File: src/rtl/sparse_conv_pkg.sv
// Shared geometry, state encoding and saturating arithmetic for the
// sparse-convolution partial-sum path.
package sparse_conv_pkg;

  localparam int unsigned ROW_LENGTH  = 28;
  localparam int unsigned FILTER_SIZE = 5;
  localparam int unsigned OUT_LEN     = ROW_LENGTH - FILTER_SIZE + 1;
  localparam int unsigned PROD_W      = 16;
  localparam int unsigned IDX_W       = 8;
  localparam int unsigned ACC_W       = 24;
  localparam int unsigned PTR_W       = $clog2(OUT_LEN);
  localparam int unsigned DROP_W      = 8;

  typedef enum logic {
    ACCUM,
    DRAIN
  } state_t;

  typedef struct packed {
    logic             ovf;
    logic [ACC_W-1:0] sum;
  } sat_res_t;

  // Unsigned add of a zero-extended product; clamps to all-ones on carry-out.
  function automatic sat_res_t sat_add(input logic [ACC_W-1:0]  a,
                                       input logic [PROD_W-1:0] b);
    sat_res_t       r;
    logic [ACC_W:0] full;
    full  = {1'b0, a} + {{(ACC_W - PROD_W + 1){1'b0}}, b};
    r.ovf = full[ACC_W];
    r.sum = full[ACC_W] ? '1 : full[ACC_W-1:0];
    return r;
  endfunction

endpackage

File: src/rtl/psum_scatter_acc_if.sv
// Product input stream and drained partial-sum output stream.
interface psum_scatter_acc_if;

  logic                               prod_valid;
  logic [sparse_conv_pkg::PROD_W-1:0] prod;
  logic [sparse_conv_pkg::IDX_W-1:0]  prod_idx;
  logic                               row_done;
  logic                               in_ready;
  logic                               acc_valid;
  logic                               acc_ready;
  logic [sparse_conv_pkg::ACC_W-1:0]  acc_data;
  logic [sparse_conv_pkg::IDX_W-1:0]  acc_idx;
  logic                               acc_last;
  logic                               acc_sat;

  // Producer of pairs and consumer of drained sums.
  modport master (
    output prod_valid, prod, prod_idx, row_done, acc_ready,
    input  in_ready, acc_valid, acc_data, acc_idx, acc_last, acc_sat
  );

  // The accumulator block.
  modport slave (
    input  prod_valid, prod, prod_idx, row_done, acc_ready,
    output in_ready, acc_valid, acc_data, acc_idx, acc_last, acc_sat
  );

endinterface

File: src/rtl/psum_bank.sv
// OUT_LEN x ACC_W partial-sum flop bank: one saturating read-modify-write
// add port and one read-and-clear port.
module psum_bank
  import sparse_conv_pkg::*;
(
  input  logic             clk,
  input  logic             rst,
  input  logic             add_en,
  input  logic [PTR_W-1:0] add_ptr,
  input  logic [PROD_W-1:0] add_val,
  output logic             add_ovf,
  input  logic [PTR_W-1:0] rd_ptr,
  input  logic             clr_en,
  output logic [ACC_W-1:0] rd_data
);

  logic [ACC_W-1:0] bank [OUT_LEN];
  sat_res_t         add_res;

  // Read side. The RMW reads the flops directly: a write lands on the clock
  // edge, so a same-index pair in the very next cycle already sees it.
  always_comb begin
    add_res = sat_add(bank[add_ptr], add_val);
    add_ovf = add_en & add_res.ovf;
    rd_data = bank[rd_ptr];
  end

  // Per-entry update; clear wins over add (they never coincide in practice).
  always_ff @(posedge clk or posedge rst) begin
    if (rst) begin
      for (int unsigned i = 0; i < OUT_LEN; i++) bank[i] <= '0;
    end else begin
      for (int unsigned i = 0; i < OUT_LEN; i++) begin
        if (clr_en && rd_ptr == PTR_W'(i))
          bank[i] <= '0;
        else if (add_en && add_ptr == PTR_W'(i))
          bank[i] <= add_res.sum;
      end
    end
  end

endmodule

File: src/rtl/psum_scatter_acc.sv
// Scatter-accumulates (product, index) pairs into one output row, then drains
// the row densely over valid/ready, clearing each entry as it leaves.
module psum_scatter_acc
  import sparse_conv_pkg::*;
(
  input  logic                   clk,
  input  logic                   rst,
  psum_scatter_acc_if.slave      bus,
  output logic [DROP_W-1:0]      drop_cnt
);

  state_t           state, state_nxt;
  logic [PTR_W-1:0] drain_ptr;
  logic             sat_row;
  logic             in_range;
  logic             accept;
  logic             add_en;
  logic             drop;
  logic             add_ovf;
  logic             hs;
  logic             last_ptr;
  logic             last_hs;
  logic [ACC_W-1:0] rd_data;

  assign in_range = bus.prod_idx < IDX_W'(OUT_LEN);
  assign accept   = bus.prod_valid & bus.in_ready;
  assign add_en   = accept & in_range;
  assign drop     = accept & ~in_range;
  assign hs       = bus.acc_valid & bus.acc_ready;
  assign last_ptr = drain_ptr == PTR_W'(OUT_LEN - 1);
  assign last_hs  = hs & last_ptr;

  assign bus.acc_data = rd_data;
  assign bus.acc_idx  = {{(IDX_W - PTR_W){1'b0}}, drain_ptr};
  assign bus.acc_last = (state == DRAIN) & last_ptr;
  assign bus.acc_sat  = sat_row & bus.acc_last;

  psum_bank u_bank (
    .clk     (clk),
    .rst     (rst),
    .add_en  (add_en),
    .add_ptr (bus.prod_idx[PTR_W-1:0]),
    .add_val (bus.prod),
    .add_ovf (add_ovf),
    .rd_ptr  (drain_ptr),
    .clr_en  (hs),
    .rd_data (rd_data)
  );

  // State register.
  always_ff @(posedge clk or posedge rst) begin
    if (rst) state <= ACCUM;
    else     state <= state_nxt;
  end

  // Next state and handshake outputs.
  always_comb begin
    state_nxt     = state;
    bus.in_ready  = 1'b0;
    bus.acc_valid = 1'b0;
    case (state)
      ACCUM: begin
        bus.in_ready = 1'b1;
        if (bus.row_done) state_nxt = DRAIN;
      end
      DRAIN: begin
        bus.acc_valid = 1'b1;
        if (last_hs) state_nxt = ACCUM;
      end
      default: state_nxt = ACCUM;
    endcase
  end

  // Drain pointer advances per accepted beat and wraps after the last one.
  always_ff @(posedge clk or posedge rst) begin
    if (rst)          drain_ptr <= '0;
    else if (last_hs) drain_ptr <= '0;
    else if (hs)      drain_ptr <= drain_ptr + 1'b1;
  end

  // Sticky per-row saturation flag, released when the row finishes draining.
  always_ff @(posedge clk or posedge rst) begin
    if (rst)          sat_row <= 1'b0;
    else if (last_hs) sat_row <= 1'b0;
    else if (add_ovf) sat_row <= 1'b1;
  end

  // Saturating count of out-of-range pairs.
  always_ff @(posedge clk or posedge rst) begin
    if (rst)                      drop_cnt <= '0;
    else if (drop && drop_cnt != '1) drop_cnt <= drop_cnt + 1'b1;
  end

endmodule

File: src/flat_wrapper.sv
// flat-port wrapper written by rule: the top's interface ports become plain ports
module psum_scatter_acc_flat import sparse_conv_pkg::*;
  (clk, rst, drop_cnt, bus_prod_valid, bus_prod, bus_prod_idx, bus_row_done, bus_acc_ready, bus_in_ready, bus_acc_valid, bus_acc_data, bus_acc_idx, bus_acc_last, bus_acc_sat);
  psum_scatter_acc_if bus_i ();
  input  logic clk;
  input  logic rst;
  output logic [DROP_W-1:0] drop_cnt;
  input wire logic [$bits(bus_i.prod_valid)-1:0] bus_prod_valid;
  input wire logic [$bits(bus_i.prod)-1:0] bus_prod;
  input wire logic [$bits(bus_i.prod_idx)-1:0] bus_prod_idx;
  input wire logic [$bits(bus_i.row_done)-1:0] bus_row_done;
  input wire logic [$bits(bus_i.acc_ready)-1:0] bus_acc_ready;
  output wire logic [$bits(bus_i.in_ready)-1:0] bus_in_ready;
  output wire logic [$bits(bus_i.acc_valid)-1:0] bus_acc_valid;
  output wire logic [$bits(bus_i.acc_data)-1:0] bus_acc_data;
  output wire logic [$bits(bus_i.acc_idx)-1:0] bus_acc_idx;
  output wire logic [$bits(bus_i.acc_last)-1:0] bus_acc_last;
  output wire logic [$bits(bus_i.acc_sat)-1:0] bus_acc_sat;
  assign bus_i.prod_valid = bus_prod_valid;
  assign bus_i.prod = bus_prod;
  assign bus_i.prod_idx = bus_prod_idx;
  assign bus_i.row_done = bus_row_done;
  assign bus_i.acc_ready = bus_acc_ready;
  assign bus_in_ready = bus_i.in_ready;
  assign bus_acc_valid = bus_i.acc_valid;
  assign bus_acc_data = bus_i.acc_data;
  assign bus_acc_idx = bus_i.acc_idx;
  assign bus_acc_last = bus_i.acc_last;
  assign bus_acc_sat = bus_i.acc_sat;
  psum_scatter_acc u_core (.clk(clk), .rst(rst), .bus(bus_i), .drop_cnt(drop_cnt));
endmodule
File: config.mk
export PLATFORM = sky130hd
export DESIGN_NAME = psum_scatter_acc_flat
export DESIGN_NICKNAME = d
export VERILOG_FILES = /design/src/rtl/sparse_conv_pkg.sv /design/src/rtl/psum_scatter_acc_if.sv /design/src/rtl/psum_bank.sv /design/src/rtl/psum_scatter_acc.sv /design/src/flat_wrapper.sv
export SDC_FILE = /design/constraint.sdc
export NUM_CORES = 2
export LEC_CHECK = 0
export BUFFER_PORTS_ARGS = -buffer_cell sky130_fd_sc_hd__buf_2
export CELL_PAD_IN_SITES_DETAIL_PLACEMENT = 1
export CELL_PAD_IN_SITES_GLOBAL_PLACEMENT = 1
export CORE_MARGIN = 2
export CORE_UTILIZATION = 35
export CTS_CLUSTER_DIAMETER = 30
export DETAILED_ROUTE_END_ITERATION = 8
export GPL_ROUTABILITY_DRIVEN = 0
export PLACE_DENSITY = 0.59
export SETUP_SLACK_MARGIN = 0.05
export SLEW_MARGIN = 20
export SYNTH_ARGS = -nofsm -noshare
export SYNTH_HDL_FRONTEND = slang
export SYNTH_SLANG_ARGS = --single-unit
File: constraint.sdc
create_clock -name clk -period 19.1 [get_ports clk]
set_clock_uncertainty 0.05 [all_clocks]
set_input_delay 0.955 -clock clk [delete_from_list [all_inputs] [get_ports clk]]
set_output_delay 0.955 -clock clk [all_outputs]
set_load 0.02 [all_outputs]
# --- Word level (Yosys, flattened, before mapping) ---
# Cells that the tools add are included.
word_totals:
  regBits: 591
  in_bits: 29
  word_cells: 234
op_classes:
  n_addsub: 3
  order_cmp: 3
  eq_ne: 47
  muxes: 64
  bitwise: 12
  reduce_logical: 77
op_table:
  columns: ["op", "count"]
  rows:
  - ["$mux 24", 53]
  - ["$bmux 24 s5", 2]
  - ["$eq 5x4->1 const B", 16]
  - ["$eq 5x5->1 const B", 16]
  - ["$reduce_bool 2->1", 26]
  - ["$logic_and 1x1->1", 49]
  - ["$eq 5x3->1 const B", 8]
  - ["$add 24x16->25", 1]
  - ["$eq 5x2->1 const B", 4]
  - ["$ge 6x6->1 const B", 2]
  - ["$not 5->6", 2]
  - ["$eq 5x1->1 const B", 2]
  - ["$logic_not 5->1", 2]
  - ["$mux 5", 2]
  - ["$add 8x1->8 const B", 1]
  - ["$and 1x1->1", 8]
  - ["$lt 8x5->1 const B", 1]
  - ["$ne 8x8->1 const B", 1]
  - ["$mux 1", 6]
  - ["$add 5x1->5 const B", 1]
  - ["$not 1->1", 2]
  - ["$pmux 1 s2", 1]

# --- Logic depth before layout (Yosys ltp) ---
depth:
  word_depth: 8
  depth_mapped: 23
  depth_no_buf: 14

# --- Cells and area by module ---
# From an unflattened synthesis, not the netlist that was laid out.
unflattened:
  hier_cells: 3269
  hier_area_um2: 34700.8
modules_own_cells:
  columns: ["mod", "n_inst", "cells_per_inst", "area_each_um2", "seq_area_each_um2"]
  rows:
  - ["psum_bank", 1, 3195, 33901.3, 14413.8]
  - ["psum_scatter_acc", 1, 74, 799.5, 375.4]

# --- Least setup slack after synthesis ---
# No wires, ideal clock.
synth_timing:
  path_type: "input -> register"
  start: "in bus_prod_idx[1]"
  end: "reg u_core.u_bank.bank[93] (netlist bit)"
  t_arrival_ps: 5585
  required_ps: 18919
  path_slack_ps: 13333
  path_stages: 22
  path_cell_list: "buf_6 -> buf_12 -> buf_6 -> buf_8 -> buf_4 -> clkbuf_1 -> clkbuf_1 -> mux4_2 -> mux4_2 -> nand2_1 -> o21ai_0 -> ha_1 -> fa_1 -> a211oi_1 -> o21bai_1 -> a211oi_1 -> o211ai_1 -> nand4bb_4 -> nor4_4 -> nor3_1 -> clkbuf_2 -> o21ai_0"
synth_via:
  elab_chain_cells: 8
  word_cells_on_any_way: 13
synth_rtl:
  columns: ["item", "line_no", "text"]
  rows:
  - ["from (decl)", "flat_wrapper.sv:10", "input wire logic [$bits(bus_i.prod_idx)-1:0] bus_prod_idx;"]
  - ["$not 5->6 (implied by the code)", "psum_bank.sv:23", "add_res = sat_add(bank[add_ptr], add_val);"]
  - ["$bmux 24 s5", "psum_bank.sv:23", null]
  - ["$mux 24 (implied by the code) (2 in a row)", "psum_bank.sv:23", null]
  - ["$add 24x16->25", "sparse_conv_pkg.sv:29", "full = {1'b0, a} + {{(ACC_W - PROD_W + 1){1'b0}}, b};"]
  - ["$mux 24", "sparse_conv_pkg.sv:31", "r.sum = full[ACC_W] ? '1 : full[ACC_W-1:0];"]
  - ["$mux 24", "psum_bank.sv:36", "else if (add_en && add_ptr == PTR_W'(i))"]
  - ["$mux 24", "psum_bank.sv:34", "if (clr_en && rd_ptr == PTR_W'(i))"]
  - ["to (signal, indexed assignment)", "psum_bank.sv:37", "bank[i] <= add_res.sum;"]
  - ["to (decl)", "psum_bank.sv:17", "logic [ACC_W-1:0] bank [OUT_LEN];"]
# Parallel ways exist; a longest one is shown, timed or not. The select of a mux whose other input is x is not followed.
# A chain may end at the register's enable or synchronous reset.

# --- Worst setup path after layout ---
layout_timing:
  start: "in bus_prod_idx[0]"
  end: "reg u_core.u_bank.bank[573] (netlist bit)"
# The elaborated chain is that of the path after synthesis.

==> impl_metrics.sql <==
INSERT INTO impl_metrics (metric_group, metric, value, unit) VALUES
('global_routing', 'vias_in_the_first_global_route', '27500', ''),
('drt', 'drt-total-wl', '127000', 'um'),
('status', 'outcome', 'complete, no violations', ''),
('global_routing', 'use_met2', '0.441', ''),
('drt', 'drt-initial-drc-count', '2100', ''),
('floorplanning', 'core', '90100', 'um2'),
('power_and_ir_drop', 'p_sw', '1290', 'uW'),
('clocking', 'cts_post_setup_buffers_inserted', '0', ''),
('global_routing', 'grtUsageTotal', '0.275', ''),
('yosys', 'post_synth.cell_area_avg', '11.4', 'um2'),
('drt', 'drt_pre_antenna_iters', '5', ''),
('setup_path', 'critPathLaunchType', 'primary input', ''),
('clocking', 'cts_resized', '0', ''),
('clocking', 'clk_root_buffer_cell', 'clkbuf_16', ''),
('timing', 'setup_ws', '12.07', 'ns'),
('yosys', 'synth_largest_type_area_fraction', '0.464', ''),
('setup_path', 'worst-path-max-fanout', '47', ''),
('drt', 'drc_errors', '0', ''),
('timing', 'fin_crit_sh', '0.368', ''),
('power_and_ir_drop', 'power.total', '4600', 'uW'),
('floorplanning', 'die_height', '306', 'um'),
('placed_design', 'preCtsSetupSlack', '11.16', 'ns'),
('power_and_ir_drop', 'power_report.internal_total', '3310', 'uW'),
('timing', 'worstMarginPinSlew', '1.09', 'ns'),
('cells_and_area', 'synthToLayoutAreaGrowth', '20.6', '%'),
('yosys', 'syn-cell-area', '31900', 'um2'),
('placed_design', 'numPlacedInstances', '3856', ''),
('yosys', 'synth.lib_cells_used.distinct', '73', ''),
('timing', 'timing.max_slew.rel_slack', '0.273', ''),
('power_and_ir_drop', 'worst_ir_drop_vdd', '0.000106', 'V'),
('power_and_ir_drop', 'power.share.sequential', '0.289', ''),
('yosys', 'most_frequently_used_flop_master_after_synthesis', 'dfrtp_1', ''),
('power_and_ir_drop', 'power_frac_comb', '0.122', ''),
('power_and_ir_drop', 'power_density', '120', 'nW/um2'),
('placed_design', 'portBuffers', '69', ''),
('global_routing', 'grt_start_max_net_pins', '188', ''),
('global_routing', 'first_pass_grt_wire_length', '189000', 'um'),
('drt', 'detail_route.vias_per_cell', '6.14', ''),
('floorplanning', 'die_w', '306', 'um'),
('floorplanning', 'io_pins', '73', ''),
('clocking', 'cts_tree', 'built', ''),
('yosys', 'synth_async_sr_flop_share', '1.00', ''),
('clocking', 'tritoncts.num_buffers', '149', ''),
('timing', 'period_needed', '7.03', 'ns'),
('global_routing', 'top_usage_layer', 'met2', ''),
('power_and_ir_drop', 'power.share.switching', '0.281', ''),
('cells_and_area', 'final_cell_count_no_fill', '4131', ''),
('clocking', 'cts_htree_levels', '4', ''),
('floorplanning', 'core.rowCount', '110', ''),
('yosys', 'sequential_share_of_the_synthesized_area', '0.464', ''),
('power_and_ir_drop', 'power_leakage', '0.0163', 'uW'),
('drt', 'wire_per_inst', '30.7', 'um'),
('floorplanning', 'floorplan.initialDensity', '0.354', ''),
('global_routing', 'use_met3', '0.0486', ''),
('timing', 'setup-violations-final', '0', ''),
('yosys', 'synth-edff-count', '0', ''),
('timing', 'slew_viol_final', '0', ''),
('cells_and_area', 'fin_nets', '2884', ''),
('global_routing', 'grt.overflow.total', '0', ''),
('clocking', 'clkLatencyLatePin', '0.74', 'ns'),
('yosys', 'ys_warn_count', '0', ''),
('setup_path', 'worstPathArrival', '7.53', 'ns'),
('timing', 'fmax', '142', 'MHz'),
('placed_design', 'estimated_wirelength_of_the_detail_placed_design', '73800', 'um'),
('flow_run', 'drv_cap', '0', ''),
('setup_path', 'cp_data_required_time', '19.60', 'ns'),
('global_routing', 'initial_antenna_violation_count', '1', ''),
('yosys', 'synth_seq_cells', '591', ''),
('drt', 'antenna_violating_nets_post_route', '0', ''),
('floorplanning', 'fp.dieArea', '93500', 'um2'),
('clocking', 'clock_transition_time_at_the_flip_flop_clock_pins_of_the_worst_setup_and_hold_paths', '0.05', 'ns');
metal layers:
layer / wire length (um) / vias to the layer above
li1: - / 10300
met3: 8570 / 330
met4: 5640 / 0
met5: 0 / -
met1: 52400 / 13600
met2: 60200 / 1077
through the flow:
| step | utilization | hold WS, ns | area, um2 |
|---|---|---|---|
| after global routing | 0.427 | 0.385 | 38500 |
| after detailed placement | 0.366 | 0.436 | 33000 |
| after floorplan | - | 0.407 | 31900 |
| after global placement | 0.366 | 0.423 | 33000 |
| after CTS | 0.426 | 0.349 | 38400 |
| final | 0.427 | 0.357 | 38500 |
cell usage after synthesis (3+ instances only):
cell type,count
mux4_2,303
nand2_1,636
a22o_1,6
a21o_1,11
o211ai_1,4
a31oi_1,10
xnor2_1,16
mux4_1,5
nor3_1,5
a22oi_1,24
o21ai_0,619
nand2b_1,4
and2_1,8
nand4_1,6
o22ai_1,8
dfrtp_1,591
buf_6,32
buf_2,17
mux2i_1,70
nor2_4,10
clkbuf_1,114
nor2b_1,8
mux2_2,6
dlygate4sd1_1,25
buf_4,5
inv_1,7
o21a_1,7
o21ai_1,11
and3_1,15
clkbuf_2,22
buf_1,25
nand3_1,28
ha_1,22
xor2_1,8
nor2_1,24
clkbuf_8,13
a211oi_1,6
a32oi_1,3
a21oi_1,11
mux4_4,4
cells by family after synthesis:
logic type                 Yosys count  share of synthesized area
and+or+nand+nor                    759                     0.0993
AOI/OAI and AO/OA                  742                      0.125
DFF                                591                      0.464
muxes                              388                      0.245
buffers and inverters              263                     0.0500
xor gates and xnor gates            24                    0.00659
adders and majority gates           23                    0.00926
other                                1                   0.000118
cell type report:
cell class,count,area (um2),share of cell area
clock buffer,196,4160,0.108
multi-input combinational,1939,15700,0.408
inverter,7,33.8,0.000879
clock inverter,77,1290,0.0336
antenna,1,2.50,0.0000651
tap,1176,1470,0.0383
sequential,591,14800,0.385
timing repair buffer,144,1000,0.0261
registers in the layout (all words and copies together) (netlist names):
name                flops
u_core.u_bank.bank    576
u_core.drain_ptr        5
u_core.drop_cnt         8
u_core.state            1
u_core.sat_row          1
power by group through the flow:
| stage | clock [uW] | combinational [uW] | sequential, uW |
|---|---|---|---|
| after floorplan | 0 | 384 | 1300 |
| after global placement | 0 | 556 | 1350 |
| after detailed placement | 0 | 559 | 1350 |
| after CTS | 2740 | 559 | 1330 |
| after global routing | 2810 | 581 | 1330 |
| final | 2710 | 560 | 1330 |
path summary, 6_finish.rpt:
kind / from / to / slack, ns / cells past startpoint
worst min register to register: u_core.u_bank.bank[308]$_DFFE_PP0P_ / u_core.u_bank.bank[308]$_DFFE_PP0P_ / 0.44 / 2
min in group clk: bus_row_done / u_core.state$_DFF_PP0_ / 0.39 / 2
worst max register to register: u_core.u_bank.bank[480]$_DFFE_PP0P_ / u_core.u_bank.bank[529]$_DFFE_PP0P_ / 13.72 / 16
worst min-delay path: rst / u_core.u_bank.bank[520]$_DFFE_PP0P_ / 0.36 / 2
max in group asynchronous: rst / u_core.u_bank.bank[78]$_DFFE_PP0P_ / 16.15 / 4
worst max-delay path: bus_prod_idx[0] / u_core.u_bank.bank[573]$_DFFE_PP0P_ / 12.07 / 16
worst max-delay path, stage by stage:
cell and delay, ns:
clkbuf_8 0.39, buf_4 0.78, buf_4 0.58, mux4_2 0.58
mux4_2 0.57, nand2_1 0.11, o21ai_0 0.10, ha_1 0.44
o211ai_1 0.17, o211ai_1 0.27, nand4b_1 0.28, a21o_1 0.26
a2111oi_2 0.64, a31oi_1 0.23, nor3_4 0.73, o21ai_0 0.26
No activity file was read; power rests on OpenSTA's default activity.
